**src/rtl/viexo_pattern_if.sv**
```systemverilog
// Pixel-stream bundle between the timing generator, the pattern source and the TMDS encoders.
// The stream has no handshake. One pixel moves per aclk, de marks the active pixels, and the sink must always accept.
interface viexo_pattern_if;
    logic       hblank;
    logic       vblank;
    logic       hsync;
    logic       vsync;
    logic [1:0] pattern_sel;
    logic [7:0] r;
    logic [7:0] g;
    logic [7:0] b;
    logic       de;
    logic       hsync_o;
    logic       vsync_o;
    logic [7:0] frame;
    logic [10:0] dbg_x;
    logic [9:0]  dbg_y;
    logic [1:0]  dbg_pat;
    logic        dbg_last_line;

    modport master (
        output hblank, vblank, hsync, vsync, pattern_sel,
        input  r, g, b, de, hsync_o, vsync_o, frame,
        input  dbg_x, dbg_y, dbg_pat, dbg_last_line
    );

    modport slave (
        input  hblank, vblank, hsync, vsync, pattern_sel,
        output r, g, b, de, hsync_o, vsync_o, frame,
        output dbg_x, dbg_y, dbg_pat, dbg_last_line
    );
endinterface

```
**src/rtl/viexo_pattern.sv**
```systemverilog
// Two-stage video test-pattern source: stage 1 tracks position and frame, stage 2 registers colour and syncs.
module viexo_pattern #(
    parameter int          H_ACTIVE  = 640,
    parameter int          V_ACTIVE  = 480,
    parameter logic [23:0] SOLID_RGB = 24'h202020
) (
    input  logic           aclk,
    input  logic           areset,
    viexo_pattern_if.slave vid
);
    localparam int BARS  = H_ACTIVE / 8;
    localparam int BAR_W = (BARS > 1) ? $clog2(BARS) : 1;
    localparam logic [BAR_W-1:0] BAR_LAST = BAR_W'(BARS - 1);

    // Stage 1
    logic             de1_q, de1_d;
    logic             hsync1_q, hsync1_d;
    logic             vsync1_q, vsync1_d;
    logic             vblank1_q, vblank1_d;
    logic [10:0]      x_q, x_d;
    logic [9:0]       y_q, y_d;
    logic [BAR_W-1:0] bar_cnt_q, bar_cnt_d;
    logic [2:0]       bar_idx_q, bar_idx_d;
    logic [7:0]       frame_q, frame_d;
    logic [1:0]       pat_q, pat_d;
    // Stage 2
    logic             de_q, de_d;
    logic             hsync_o_q, hsync_o_d;
    logic             vsync_o_q, vsync_o_d;
    logic [23:0]      rgb_q, rgb_d;
    logic [7:0]       frame_o_q, frame_o_d;

    logic       de_in;
    logic       frame_start;
    logic       run;
    logic [7:0] grad_r;
    logic [23:0] pixel;

    always_comb begin
        de_in       = ~(vid.hblank | vid.vblank);
        frame_start = vid.vblank & ~vblank1_q;
        // x and the bar tracker belong to the pixel being registered; the first active pixel restarts them.
        run         = de_in & de1_q;

        de1_d     = de_in;
        hsync1_d  = vid.hsync;
        vsync1_d  = vid.vsync;
        vblank1_d = vid.vblank;

        x_d       = run ? x_q + 11'd1 : 11'd0;
        bar_cnt_d = '0;
        bar_idx_d = 3'd0;
        if (run) begin
            bar_idx_d = bar_idx_q;
            if (bar_cnt_q == BAR_LAST) begin
                if (bar_idx_q != 3'd7) begin
                    bar_idx_d = bar_idx_q + 3'd1;
                end
            end else begin
                bar_cnt_d = bar_cnt_q + 1'b1;
            end
        end

        // Clearing in vblank wins over the end-of-line increment.
        if (vid.vblank) begin
            y_d = 10'd0;
        end else if (de1_q & ~de_in) begin
            y_d = y_q + 10'd1;
        end else begin
            y_d = y_q;
        end

        frame_d = frame_start ? frame_q + 8'd1 : frame_q;
        pat_d   = frame_start ? vid.pattern_sel : pat_q;

        grad_r = x_q[7:0] + frame_q;
        unique case (pat_q)
            2'd0:    pixel = SOLID_RGB;
            2'd1:    pixel = {{8{~bar_idx_q[1]}}, {8{~bar_idx_q[2]}}, {8{~bar_idx_q[0]}}};
            2'd2:    pixel = {24{x_q[5] ^ y_q[5]}};
            default: pixel = {grad_r, y_q[7:0], frame_q};
        endcase

        de_d      = de1_q;
        hsync_o_d = hsync1_q;
        vsync_o_d = vsync1_q;
        rgb_d     = de1_q ? pixel : 24'h000000;
        frame_o_d = frame_q;
    end

    always_ff @(posedge aclk) begin
        if (areset) begin
            de1_q     <= 1'b0;
            hsync1_q  <= 1'b0;
            vsync1_q  <= 1'b0;
            vblank1_q <= 1'b1;
            x_q       <= '0;
            y_q       <= '0;
            bar_cnt_q <= '0;
            bar_idx_q <= '0;
            frame_q   <= '0;
            pat_q     <= '0;
            de_q      <= 1'b0;
            hsync_o_q <= 1'b0;
            vsync_o_q <= 1'b0;
            rgb_q     <= '0;
            frame_o_q <= '0;
        end else begin
            de1_q     <= de1_d;
            hsync1_q  <= hsync1_d;
            vsync1_q  <= vsync1_d;
            vblank1_q <= vblank1_d;
            x_q       <= x_d;
            y_q       <= y_d;
            bar_cnt_q <= bar_cnt_d;
            bar_idx_q <= bar_idx_d;
            frame_q   <= frame_d;
            pat_q     <= pat_d;
            de_q      <= de_d;
            hsync_o_q <= hsync_o_d;
            vsync_o_q <= vsync_o_d;
            rgb_q     <= rgb_d;
            frame_o_q <= frame_o_d;
        end
    end

    assign vid.r             = rgb_q[23:16];
    assign vid.g             = rgb_q[15:8];
    assign vid.b             = rgb_q[7:0];
    assign vid.de            = de_q;
    assign vid.hsync_o       = hsync_o_q;
    assign vid.vsync_o       = vsync_o_q;
    assign vid.frame         = frame_o_q;
    assign vid.dbg_x         = x_q;
    assign vid.dbg_y         = y_q;
    assign vid.dbg_pat       = pat_q;
    assign vid.dbg_last_line = (y_q == 10'(V_ACTIVE - 1));
endmodule

```
**src/flat_wrapper.sv**
```systemverilog
// flat-port wrapper written by rule: the top's interface ports become plain ports
module viexo_pattern_flat 
#(
    parameter int          H_ACTIVE  = 640,
    parameter int          V_ACTIVE  = 480,
    parameter logic [23:0] SOLID_RGB = 24'h202020
)
  (aclk, areset, vid_hblank, vid_vblank, vid_hsync, vid_vsync, vid_pattern_sel, vid_r, vid_g, vid_b, vid_de, vid_hsync_o, vid_vsync_o, vid_frame, vid_dbg_x, vid_dbg_y, vid_dbg_pat, vid_dbg_last_line);
  viexo_pattern_if vid_i ();
  input  logic aclk;
  input  logic areset;
  input wire logic [$bits(vid_i.hblank)-1:0] vid_hblank;
  input wire logic [$bits(vid_i.vblank)-1:0] vid_vblank;
  input wire logic [$bits(vid_i.hsync)-1:0] vid_hsync;
  input wire logic [$bits(vid_i.vsync)-1:0] vid_vsync;
  input wire logic [$bits(vid_i.pattern_sel)-1:0] vid_pattern_sel;
  output wire logic [$bits(vid_i.r)-1:0] vid_r;
  output wire logic [$bits(vid_i.g)-1:0] vid_g;
  output wire logic [$bits(vid_i.b)-1:0] vid_b;
  output wire logic [$bits(vid_i.de)-1:0] vid_de;
  output wire logic [$bits(vid_i.hsync_o)-1:0] vid_hsync_o;
  output wire logic [$bits(vid_i.vsync_o)-1:0] vid_vsync_o;
  output wire logic [$bits(vid_i.frame)-1:0] vid_frame;
  output wire logic [$bits(vid_i.dbg_x)-1:0] vid_dbg_x;
  output wire logic [$bits(vid_i.dbg_y)-1:0] vid_dbg_y;
  output wire logic [$bits(vid_i.dbg_pat)-1:0] vid_dbg_pat;
  output wire logic [$bits(vid_i.dbg_last_line)-1:0] vid_dbg_last_line;
  assign vid_i.hblank = vid_hblank;
  assign vid_i.vblank = vid_vblank;
  assign vid_i.hsync = vid_hsync;
  assign vid_i.vsync = vid_vsync;
  assign vid_i.pattern_sel = vid_pattern_sel;
  assign vid_r = vid_i.r;
  assign vid_g = vid_i.g;
  assign vid_b = vid_i.b;
  assign vid_de = vid_i.de;
  assign vid_hsync_o = vid_i.hsync_o;
  assign vid_vsync_o = vid_i.vsync_o;
  assign vid_frame = vid_i.frame;
  assign vid_dbg_x = vid_i.dbg_x;
  assign vid_dbg_y = vid_i.dbg_y;
  assign vid_dbg_pat = vid_i.dbg_pat;
  assign vid_dbg_last_line = vid_i.dbg_last_line;
  viexo_pattern #(.H_ACTIVE(H_ACTIVE), .V_ACTIVE(V_ACTIVE), .SOLID_RGB(SOLID_RGB)) u_core (.aclk(aclk), .areset(areset), .vid(vid_i));
endmodule
```
**config.mk**
```make
export PLATFORM = sky130hd
export DESIGN_NAME = viexo_pattern_flat
export DESIGN_NICKNAME = d
export VERILOG_FILES = /design/src/rtl/viexo_pattern_if.sv /design/src/rtl/viexo_pattern.sv /design/src/flat_wrapper.sv
export SDC_FILE = /design/constraint.sdc
export NUM_CORES = 1
export LEC_CHECK = 0
export ABC_AREA = 1
export BUFFER_PORTS_ARGS = -buffer_cell sky130_fd_sc_hd__buf_2
export CORE_MARGIN = 4
export CORE_UTILIZATION = 54
export CTS_BUF_LIST = sky130_fd_sc_hd__clkbuf_8
export DETAILED_ROUTE_END_ITERATION = 8
export PLACE_DENSITY_LB_ADDON = 0.05
export SLEW_MARGIN = 20
export SYNTH_ARGS = -nofsm -noshare
export SYNTH_HDL_FRONTEND = slang
export SYNTH_SLANG_ARGS = --single-unit
export TNS_END_PERCENT = 30
```
**constraint.sdc**
```tcl
create_clock -name aclk -period 1.9 [get_ports aclk]
set_input_delay 0.285 -clock aclk [delete_from_list [all_inputs] [get_ports aclk]]
set_output_delay 0.285 -clock aclk [all_outputs]
set_load 0.05 [all_outputs]
```
== After elaboration in Yosys (flattened, before gate mapping) ==
Index checks and enable logic that the tools add are counted.
Widths: inputs -> output; s select.

* Add/subtract/negate cells: 6
* Multipliers: 0
* Divide/modulo/power cells: 0
* Magnitude comparators: 0
* Eq/ne operators: 5
* Shift operators: 0
* Muxes and demuxes: 1
* Bitwise gates (word level): 12
* Reductions and logical operators: 6

{| class="wikitable"
|+ Operators by type and width
! kind !! count
|-
| $pmux 24 s3 || 1
|-
| $add 11x1->11 const B || 1
|-
| $add 10x1->10 const B || 1
|-
| $eq 10x9->1 const B || 1
|-
| $add 8x1->8 const B || 1
|-
| $add 8x8->8 || 1
|-
| $add 7x1->7 const B || 1
|-
| $eq 7x7->1 const B || 1
|-
| $not 1->1 || 7
|-
| $reduce_or 2->1 || 3
|-
| $add 3x1->3 const B || 1
|-
| $and 1x1->1 || 3
|-
| $ne 3x3->1 const B || 1
|-
| $reduce_or 3->1 || 1
|-
| $eq 2x1->1 const B || 1
|-
| $eq 2x2->1 const B || 1
|-
| $logic_not 2->1 || 1
|-
| $reduce_and 2->1 || 1
|-
| $or 1x1->1 || 1
|-
| $xor 1x1->1 || 1
|}

* Flip-flop bits (word level): 80
* Latch bits: 0
* RAM bits: 0
* ROM bits: 0
* Bits of input ports: 8
* Logic and storage cells: 45
* Memories kept: 0

== Longest topological paths before layout ==
Gate-level depths: netlist (run 1).

* Depth in word-level cells: 5
* Mapped depth: 11
* Gate-level depth less buffers: 11

== Least setup slack after synthesis (run 1) ==
Ideal clock, no wire load.

* Kind: flip-flop to output port
* Start: register u_core.y_q[0] (netlist: u_core.vid.dbg_y[0])
* End: output port vid_dbg_last_line
* Arrival time: 2519 ps
* Slack: -904 ps
* Cell stages (with the launch flop): 4
* Buffers on the path: 0
* Cells stage by stage: dfxtp_1 > ha_1 > nand4_1 > nor4_1

* Word-level cells in the longest chain between the ends: 1

{| class="wikitable"
|+ RTL lines
! item !! RTL line !! text
|-
| from (decl) || viexo_pattern.sv:21 || <nowiki>logic [9:0] y_q, y_d;</nowiki>
|-
| from (signal assigned) || viexo_pattern.sv:114 || <nowiki>y_q <= y_d;</nowiki>
|-
| $eq 10x9->1 || viexo_pattern.sv:137 || <nowiki>assign vid.dbg_last_line = (y_q == 10'(V_ACTIVE - 1));</nowiki>
|-
| to (decl) || flat_wrapper.sv:27 || <nowiki>output wire logic [$bits(vid_i.dbg_last_line)-1:0] vid_dbg_last_line;</nowiki>
|}

Every way passes these cells.

== Worst setup path after layout (run 1) ==
Same ends and word-level chain as after synthesis.

==> parameters.txt, run 1 <==
Parameter                              Value

Timing
  Setup repair after global routing missed its margin ... no
  Setup TNS ... 0 ns
  Final hold violation count ... 0
  Max-slew headroom ... 79.7%
  Setup violation total in the final timing report ... 0
  Highest Clock Rate ... 568 MHz
  Final critical path time including I/O delays and setup ... 1.76 ns
  Final Worst Setup Slack ... 0.141 ns
  Tightest Pin Transition ... 0.305 ns
  Fin. max-slew vios ... 0
  Clock Skew ... 0.00447 ns
  Share of the cycle needed by the critical path after routing ... 92.6%
  Worst hold slack ... 0.134 ns

Synthesis
  Post-synthesis share of cell area spent on full adders, half adders and majority gates ... 5.37%
  Most frequently used flop master after synthesis ... sky130_fd_sc_hd__dfxtp_1
  Biggest area consumer among synthesized cells ... sky130_fd_sc_hd__dfxtp_1
  Post-Syn Instances ... 435
  Unique masters post-synth ... 36
  Mux contribution to synthesized area ... 0%
  Net count after synthesis ... 457
  Top-count cell post-synth ... sky130_fd_sc_hd__dfxtp_1
  Flip-flop and latch count after synthesis ... 80
  Yosys warnings ... 0
  Area fraction of the dominant cell type after synthesis ... 47.1%
  Main area contributors after synthesis ... sky130_fd_sc_hd__dfxtp_1 47%, sky130_fd_sc_hd__inv_1 8.1%, sky130_fd_sc_hd__nor2_1 7.6%, sky130_fd_sc_hd__nand2_1 6.1%, sky130_fd_sc_hd__a21oi_1 4.9%
  Avg Cell Area, Syn ... 7.82 um^2
  Share of the synthesized netlist area taken by xor and xnor gates ... 1.54%
  Commonest cells in the netlist ... 80 x sky130_fd_sc_hd__dfxtp_1, 73 x sky130_fd_sc_hd__inv_1, 69 x sky130_fd_sc_hd__nor2_1
  Synthesized area ... 3400 um^2
  Main combinational cell family by area after synthesis ... simple AND/OR/NAND/NOR gates
  Async SR Flop Fraction ... 0%
  Sequential element share of the synthesized area ... 47.1%
  Synth Area in Compound Gates ... 10.9%
  EDFF count, synth ... 0
  Basic-gate share of the synthesized area counting and, or, nand and nor cells ... 25.0%

GRT
  Global-route wire length before repair ... 12,700 um
  Total track usage ... 21.2%
  Via count of the first global-routing pass ... 2,785
  Overall overflow remaining after global route ... 0
  Antenna violations before repair ... 0
  Pin count of the biggest net entering global routing ... 17

Route
  Via density ... 4.95
  DRC viols ... 0
  DRT iter0 DRCs ... 186
  Routed wirelength normalized by instance count ... 12.7 um
  Number of routed nets with antenna violations ... 0
  First-pass iteration count of the detailed router ... 4
  Total wire length after detailed routing ... 7500 um
  DR vias ... 2,923

Worst setup path
  Delay-heaviest family, CP ... flip-flops
  Largest driver fanout on the critical path ... 5
  Critical path launch point ... u_core.vid.dbg_y[0]
  Kind of launch point of the worst setup path ... flop
  Endpoint of the worst-slack reg-to-reg timing path ... u_core.rgb_q[22]
  Critical-path top delay cell ... sky130_fd_sc_hd__dfxtp_2
  Worst reg2reg startpoint ... u_core.vid.dbg_x[0]
  Critical path data arrival time ... 1.47 ns
  Longest individual stage delay on the worst path ... 0.38 ns
  Worst reg2reg setup slack ... 0.22 ns
  Nature of the critical path endpoint ... output port
  Category of the critical setup timing path ... flop to output port
  Buffers plus inverters on the worst setup path ... 1
  Critical Path RT ... 1.62 ns
  Crit path cell chain ... ha_2 > nand4_1 > nor4_4 > buf_6
  Critical path depth in cells ... 4
  CP Capture Point ... vid_dbg_last_line
  Reg2reg path depth ... 10

Job
  Max-cap violation count ... 0

Outcome
  Result of the run ... complete, no violations

CTS
  Clock latency at the later pin of the worst-skew pair ... 0.35 ns
  TritonCTS clock tree ... yes
  Setup Fix Bufs, Post-CTS ... 0
  CTS buffer count ... 9
  CTS Buffer Depth ... 2
  # hold bufs at CTS ... 0
  Number of clock sinks seen by CTS ... 80
  Root Driver ... sky130_fd_sc_hd__clkbuf_8
  Reg clk slew, reported paths ... 0.08 ns
  Htree depth ... 3

Floorplanning
  Overall die area ... 7640 um^2
  Placement Rows ... 28
  Die Span Y ... 87.4 um
  I/O pin cnt ... 67
  Floorplan core area ... 6030 um^2
  Die X ... 87.4 um
  Starting density of the core ... 56.5%

Power
  Worst IR Drop VDD ... 0.490 mV
  Power, Total ... 0.00335 W
  Power per cell area ... 819 nW/um^2
  Leakage component of the power ... 2.04 nW

Cells and area
  Final standard cell count with taps included and fillers excluded ... 590
  FF+latch area ... 1600 um^2
  Share of cells above drive strength 1 ... 22.7%
  Number of fillers in the final layout ... 543
  Diode count ... 0
  Final Net Count ... 532
  Multi-input logic area ... 1480 um^2
  Syn-to-layout area delta ... 20.3%

Placed design
  Final GP Congestion ... 0.928
  Worst Setup Slack post-DPL ... 0.246 ns
  Placed cells ... 574
  HPWL after detailed placement ... 5710 um
  Count of port buffers added during placement ... 66

Min path
  Classification of the worst-slack hold path ... input pin to flop
  Hold path depth ... 3
## worst min-delay path by stage
stage                               start            endpoint  slack (ns)
after floorplan                vid_hblank        u_core.de1_q        0.36
after global placement    u_core.hsync1_q  u_core.vid.hsync_o        0.39
after detailed placement  u_core.vsync1_q  u_core.vid.vsync_o        0.39
after CTS                       vid_vsync     u_core.vsync1_q        0.13
after global routing            vid_hsync     u_core.hsync1_q        0.14
final                           vid_vsync     u_core.vsync1_q        0.13
## through the flow
stage,instance area (um^2),utilization [%]
after CTS,4090,67.9
after global routing,4090,67.9
final,4090,67.9
after detailed placement,3840,63.8
after global placement,3840,63.8
after floorplan,3420,-
## cells in the final DEF, fill, tap and decap left out, types with 6 or more instances in the layout
| cell | synthesis | final |
|---|---|---|
| sky130_fd_sc_hd__a21oi_1 | 33 | 33 |
| sky130_fd_sc_hd__inv_1 | 73 | 73 |
| sky130_fd_sc_hd__buf_2 | 4 | 65 |
| sky130_fd_sc_hd__nand2_1 | 55 | 55 |
| sky130_fd_sc_hd__ha_1 | 13 | 12 |
| sky130_fd_sc_hd__dfxtp_1 | 80 | 78 |
| sky130_fd_sc_hd__o21ai_0 | 30 | 30 |
| sky130_fd_sc_hd__clkbuf_8 | 0 | 9 |
| sky130_fd_sc_hd__nand3_1 | 17 | 17 |
| sky130_fd_sc_hd__buf_4 | 1 | 6 |
| sky130_fd_sc_hd__nor2_1 | 69 | 69 |
## state kept, by name, summed over array words and instances, names as in the netlist
name                cells
u_core.bar_cnt_q        7
u_core.bar_idx_q        3
u_core.de1_q            1
u_core.frame_o_d        8
u_core.hsync1_q         1
u_core.rgb_q           24
u_core.vblank1_q        1
u_core.vid.dbg_pat      2
u_core.vid.dbg_x       11
u_core.vid.dbg_y       10
u_core.vid.de           1
u_core.vid.frame        8
u_core.vid.hsync_o      1
u_core.vid.vsync_o      1
u_core.vsync1_q         1
## layout make-up
type / count / area share (%)
Timing Repair Buffer: 72 / 9.32
Tap cell: 75 / 2.29
Clock buffer: 9 / 3.03
Sequential cell: 80 / 39.2
Multi-Input combinational cell: 269 / 36.1
Clock inverter: 7 / 2.90
Inverter: 78 / 7.21
## metal layers
metal | routed length [um] | track usage (%) | part of all wire (%)
met1 | 3550 | 27.6 | 47
met2 | 3420 | 34.2 | 46
met3 | 428 | 5.20 | 5.7
met4 | 99 | 7.53 | 1.3
met5 | 0 | 0 | 0
## repair_timing
| action | in CTS | in global routing |
|---|---|---|
| gates resized for setup | 3 | 0 |
| endpoints found under the hold margin | 0 | 0 |
| setup endpoints to repair | 1 | 1 |
| pin swaps | 0 | 1 |
## report_power, final
part | total, W | switching [W] | leakage, nW | internal, W
clock network | 0.00151 | 0.000632 | 0.116 | 0.000875
registers | 0.00170 | 0.0000119 | 0.648 | 0.00169
logic | 0.000141 | 0.000104 | 1.27 | 0.0000368
## kinds of logic (layout without fill, tap and decap cells)
family	after synthesis	in the layout
flops	80	80
fa+ha+maj	14	14
simple gates	177	177
compound gates	72	72
xor+xnor	6	6
buf+inv	86	166
## worst min-delay path, cell delays in order
cell	delay, ns
sky130_fd_sc_hd__buf_2	0.08
sky130_fd_sc_hd__inv_1	0.03
sky130_fd_sc_hd__nor2_1	0.06
Power figures use the tool's default switching activity.
==> inputs of run 2 (changes only) <==
--- a/config.mk
+++ b/config.mk
@@ -12,6 +12,7 @@
 export CTS_BUF_LIST = sky130_fd_sc_hd__clkbuf_8
 export DETAILED_ROUTE_END_ITERATION = 8
 export PLACE_DENSITY_LB_ADDON = 0.05
+export SETUP_SLACK_MARGIN = 0.1
 export SLEW_MARGIN = 20
 export SYNTH_ARGS = -nofsm -noshare
 export SYNTH_HDL_FRONTEND = slang
==> constraint.sdc (replaced) <==
create_clock -name aclk -period 2.25 [get_ports aclk]
set_input_delay 0.3375 -clock aclk [delete_from_list [all_inputs] [get_ports aclk]]
set_output_delay 0.3375 -clock aclk [all_outputs]
set_load 0.05 [all_outputs]
==> run 2 against run 1 <==
Count of clock-buffer cells in the layout did not move. Worst setup slack improved by 0.16 ns. Via count fell by 2.3%. Critical path type unchanged. Highest routed layer unchanged.
==> parameters.txt, run 2 (synthesis results as in run 1) <==
Parameter                              Value

Timing
  Share of the cycle needed by the critical path after routing ... 86.5%
  Final critical path time including I/O delays and setup ... 1.95 ns
  Setup violation total in the final timing report ... 0
  Max-slew headroom ... 56.0%
  Setup TNS ... 0 ns
  Final hold violation count ... 0
  Worst hold slack ... 0.184 ns
  Clock Skew ... 0.00914 ns
  Highest Clock Rate ... 514 MHz
  Final Worst Setup Slack ... 0.303 ns
  Tightest Pin Transition ... 0.659 ns
  Fin. max-slew vios ... 0
  Setup repair after global routing missed its margin ... no

Floorplanning
  Placement Rows ... 28
  Die X ... 87.4 um
  I/O pin cnt ... 67
  Starting density of the core ... 56.5%
  Overall die area ... 7640 um^2
  Die Span Y ... 87.4 um
  Floorplan core area ... 6030 um^2

Cells and area
  Largest register FFs ... 24
  Most common cell after layout, fill and taps aside ... sky130_fd_sc_hd__dfxtp_1
  Diode count ... 0
  FF+latch area ... 1600 um^2
  Commonest cells after routing, fill and taps aside ... 80 x sky130_fd_sc_hd__dfxtp_1, 73 x sky130_fd_sc_hd__inv_1, 68 x sky130_fd_sc_hd__nor2_1
  Register with the most flip-flops ... u_core.rgb_q
  Share of cells above drive strength 1 ... 21.7%
  Multi-input logic area ... 1480 um^2
  Number of fillers in the final layout ... 555
  Final standard cell count with taps included and fillers excluded ... 586
  Fraction of the core area covered by cells at the end of the flow ... 66.2%
  Syn-to-layout area delta ... 17.3%
  Final Net Count ... 528

Power
  Sw power ... 0.000642 W
  Power per cell area ... 629 nW/um^2
  Leakage component of the power ... 1.99 nW
  Clock network fraction of design power ... 37.9%
  Worst IR Drop VDD ... 0.374 mV
  Flop pwr share ... 57.3%
  Combinational share of power ... 4.8%
  Cell-internal power ... 0.00187 W
  Switching share of power ... 25.6%

Worst setup path
  Crit path cell chain ... ha_1 > nand4_1 > nor4_4 > buf_2
  Delay-heaviest family, CP ... flip-flops
  Buffers plus inverters on the worst setup path ... 1
  Endpoint of the worst-slack reg-to-reg timing path ... u_core.rgb_q[20]
  Nature of the critical path endpoint ... output port
  Critical-path top delay cell ... sky130_fd_sc_hd__dfxtp_1
  Reg2reg path depth ... 10
  Largest driver fanout on the critical path ... 5
  Critical path data arrival time ... 1.61 ns
  Critical Path RT ... 1.91 ns
  Category of the critical setup timing path ... flop to output port
  Worst reg2reg setup slack ... 0.52 ns
  Longest individual stage delay on the worst path ... 0.40 ns
  Worst reg2reg startpoint ... u_core.vid.dbg_x[0]
  Kind of launch point of the worst setup path ... flop

Route
  Total wire length after detailed routing ... 7250 um
  DR vias ... 2,855
  Number of routed nets with antenna violations ... 0
  DRC viols ... 0
  Routed wirelength normalized by instance count ... 12.4 um
  Via density ... 4.87
  First-pass iteration count of the detailed router ... 5
  DRT iter0 DRCs ... 129

Placed design
  Final GP Congestion ... 0.819
  HPWL after detailed placement ... 5620 um
  Worst Setup Slack post-DPL ... 0.335 ns
  Count of port buffers added during placement ... 66
  Placed cells ... 570

CTS
  Root Driver ... sky130_fd_sc_hd__clkbuf_8
  TritonCTS clock tree ... yes
  Number of clock sinks seen by CTS ... 80
  CTS buffer count ... 9
  Reg clk slew, reported paths ... 0.09 ns
  Htree depth ... 3
  Clock latency at the later pin of the worst-skew pair ... 0.35 ns
  Post-cts sizing count ... 0
  Setup Fix Bufs, Post-CTS ... 0
  CTS Buffer Depth ... 2
  # hold bufs at CTS ... 0

GRT
  Total track usage ... 21.0%
  Global-route wire length before repair ... 12,500 um
  Overall overflow remaining after global route ... 0
  Antenna violations before repair ... 0
  Via count of the first global-routing pass ... 2,739
  Pin count of the biggest net entering global routing ... 21

Job
  Max-cap violation count ... 0

Outcome
  Result of the run ... complete, no violations

Min path
  Start point of the worst hold path ... vid_vsync
  Endpoint of the worst hold-timing path ... u_core.vsync1_q
  Classification of the worst-slack hold path ... input pin to flop
  Hold path depth ... 3
[run 2: tightest hold or removal path, cell delays in order]
cell and delay [ns]:
sky130_fd_sc_hd__buf_2 0.07, sky130_fd_sc_hd__inv_1 0.03, sky130_fd_sc_hd__nor2_1 0.06
[run 2: worst max-delay path by stage]
| stage | startpoint | to | slack, ns | depth (start not counted) |
|---|---|---|---|---|
| final | u_core.vid.dbg_y[0] | vid_dbg_last_line | 0.30 | 4 |
| after global placement | areset | u_core.rgb_q[12] | 0.33 | 5 |
| after global routing | u_core.vid.dbg_y[0] | vid_dbg_last_line | 0.20 | 4 |
| after CTS | u_core.vid.dbg_y[0] | vid_dbg_last_line | 0.29 | 4 |
| after detailed placement | areset | u_core.rgb_q[12] | 0.33 | 5 |
| after floorplan | u_core.vid.dbg_y[0] | vid_dbg_last_line | 0.25 | 3 |
[run 2: metrics by stage]
step	cell area, um^2	total power [W]
2_1_floorplan	3420	0.00156
3_3_place_gp	3810	0.00159
3_5_place_dp	3810	0.00159
4_1_cts	3990	0.00254
5_1_grt	3990	0.00262
6_report	3990	0.00251
[run 2: area by class of cell]
cell class,count,share of cell area [%]
repair buffers,68,8.65
clock buffers,9,3.10
inverters,78,7.40
flip-flops and latches,80,40.1
clock inverters,7,1.38
multi-input cells,269,37.0
well taps,75,2.35
[run 2: power groups by stage]
stage	Clock [W]	Combinational [W]	Sequential, W
after floorplan	0	0.0000554	0.00150
after global placement	0	0.000118	0.00147
after detailed placement	0	0.000120	0.00147
after CTS	0.000976	0.000120	0.00144
after global routing	0.00105	0.000132	0.00144
final	0.000952	0.000120	0.00144
[run 2: metal layers]
metal	up-vias	GRT usage [%]	part of all wire, %
met1	1287	26.8	46
met2	49	35.4	49
met4	0	5.86	0.79
li1	1515	-	-
met5	-	0	0
met3	4	4.54	3.6
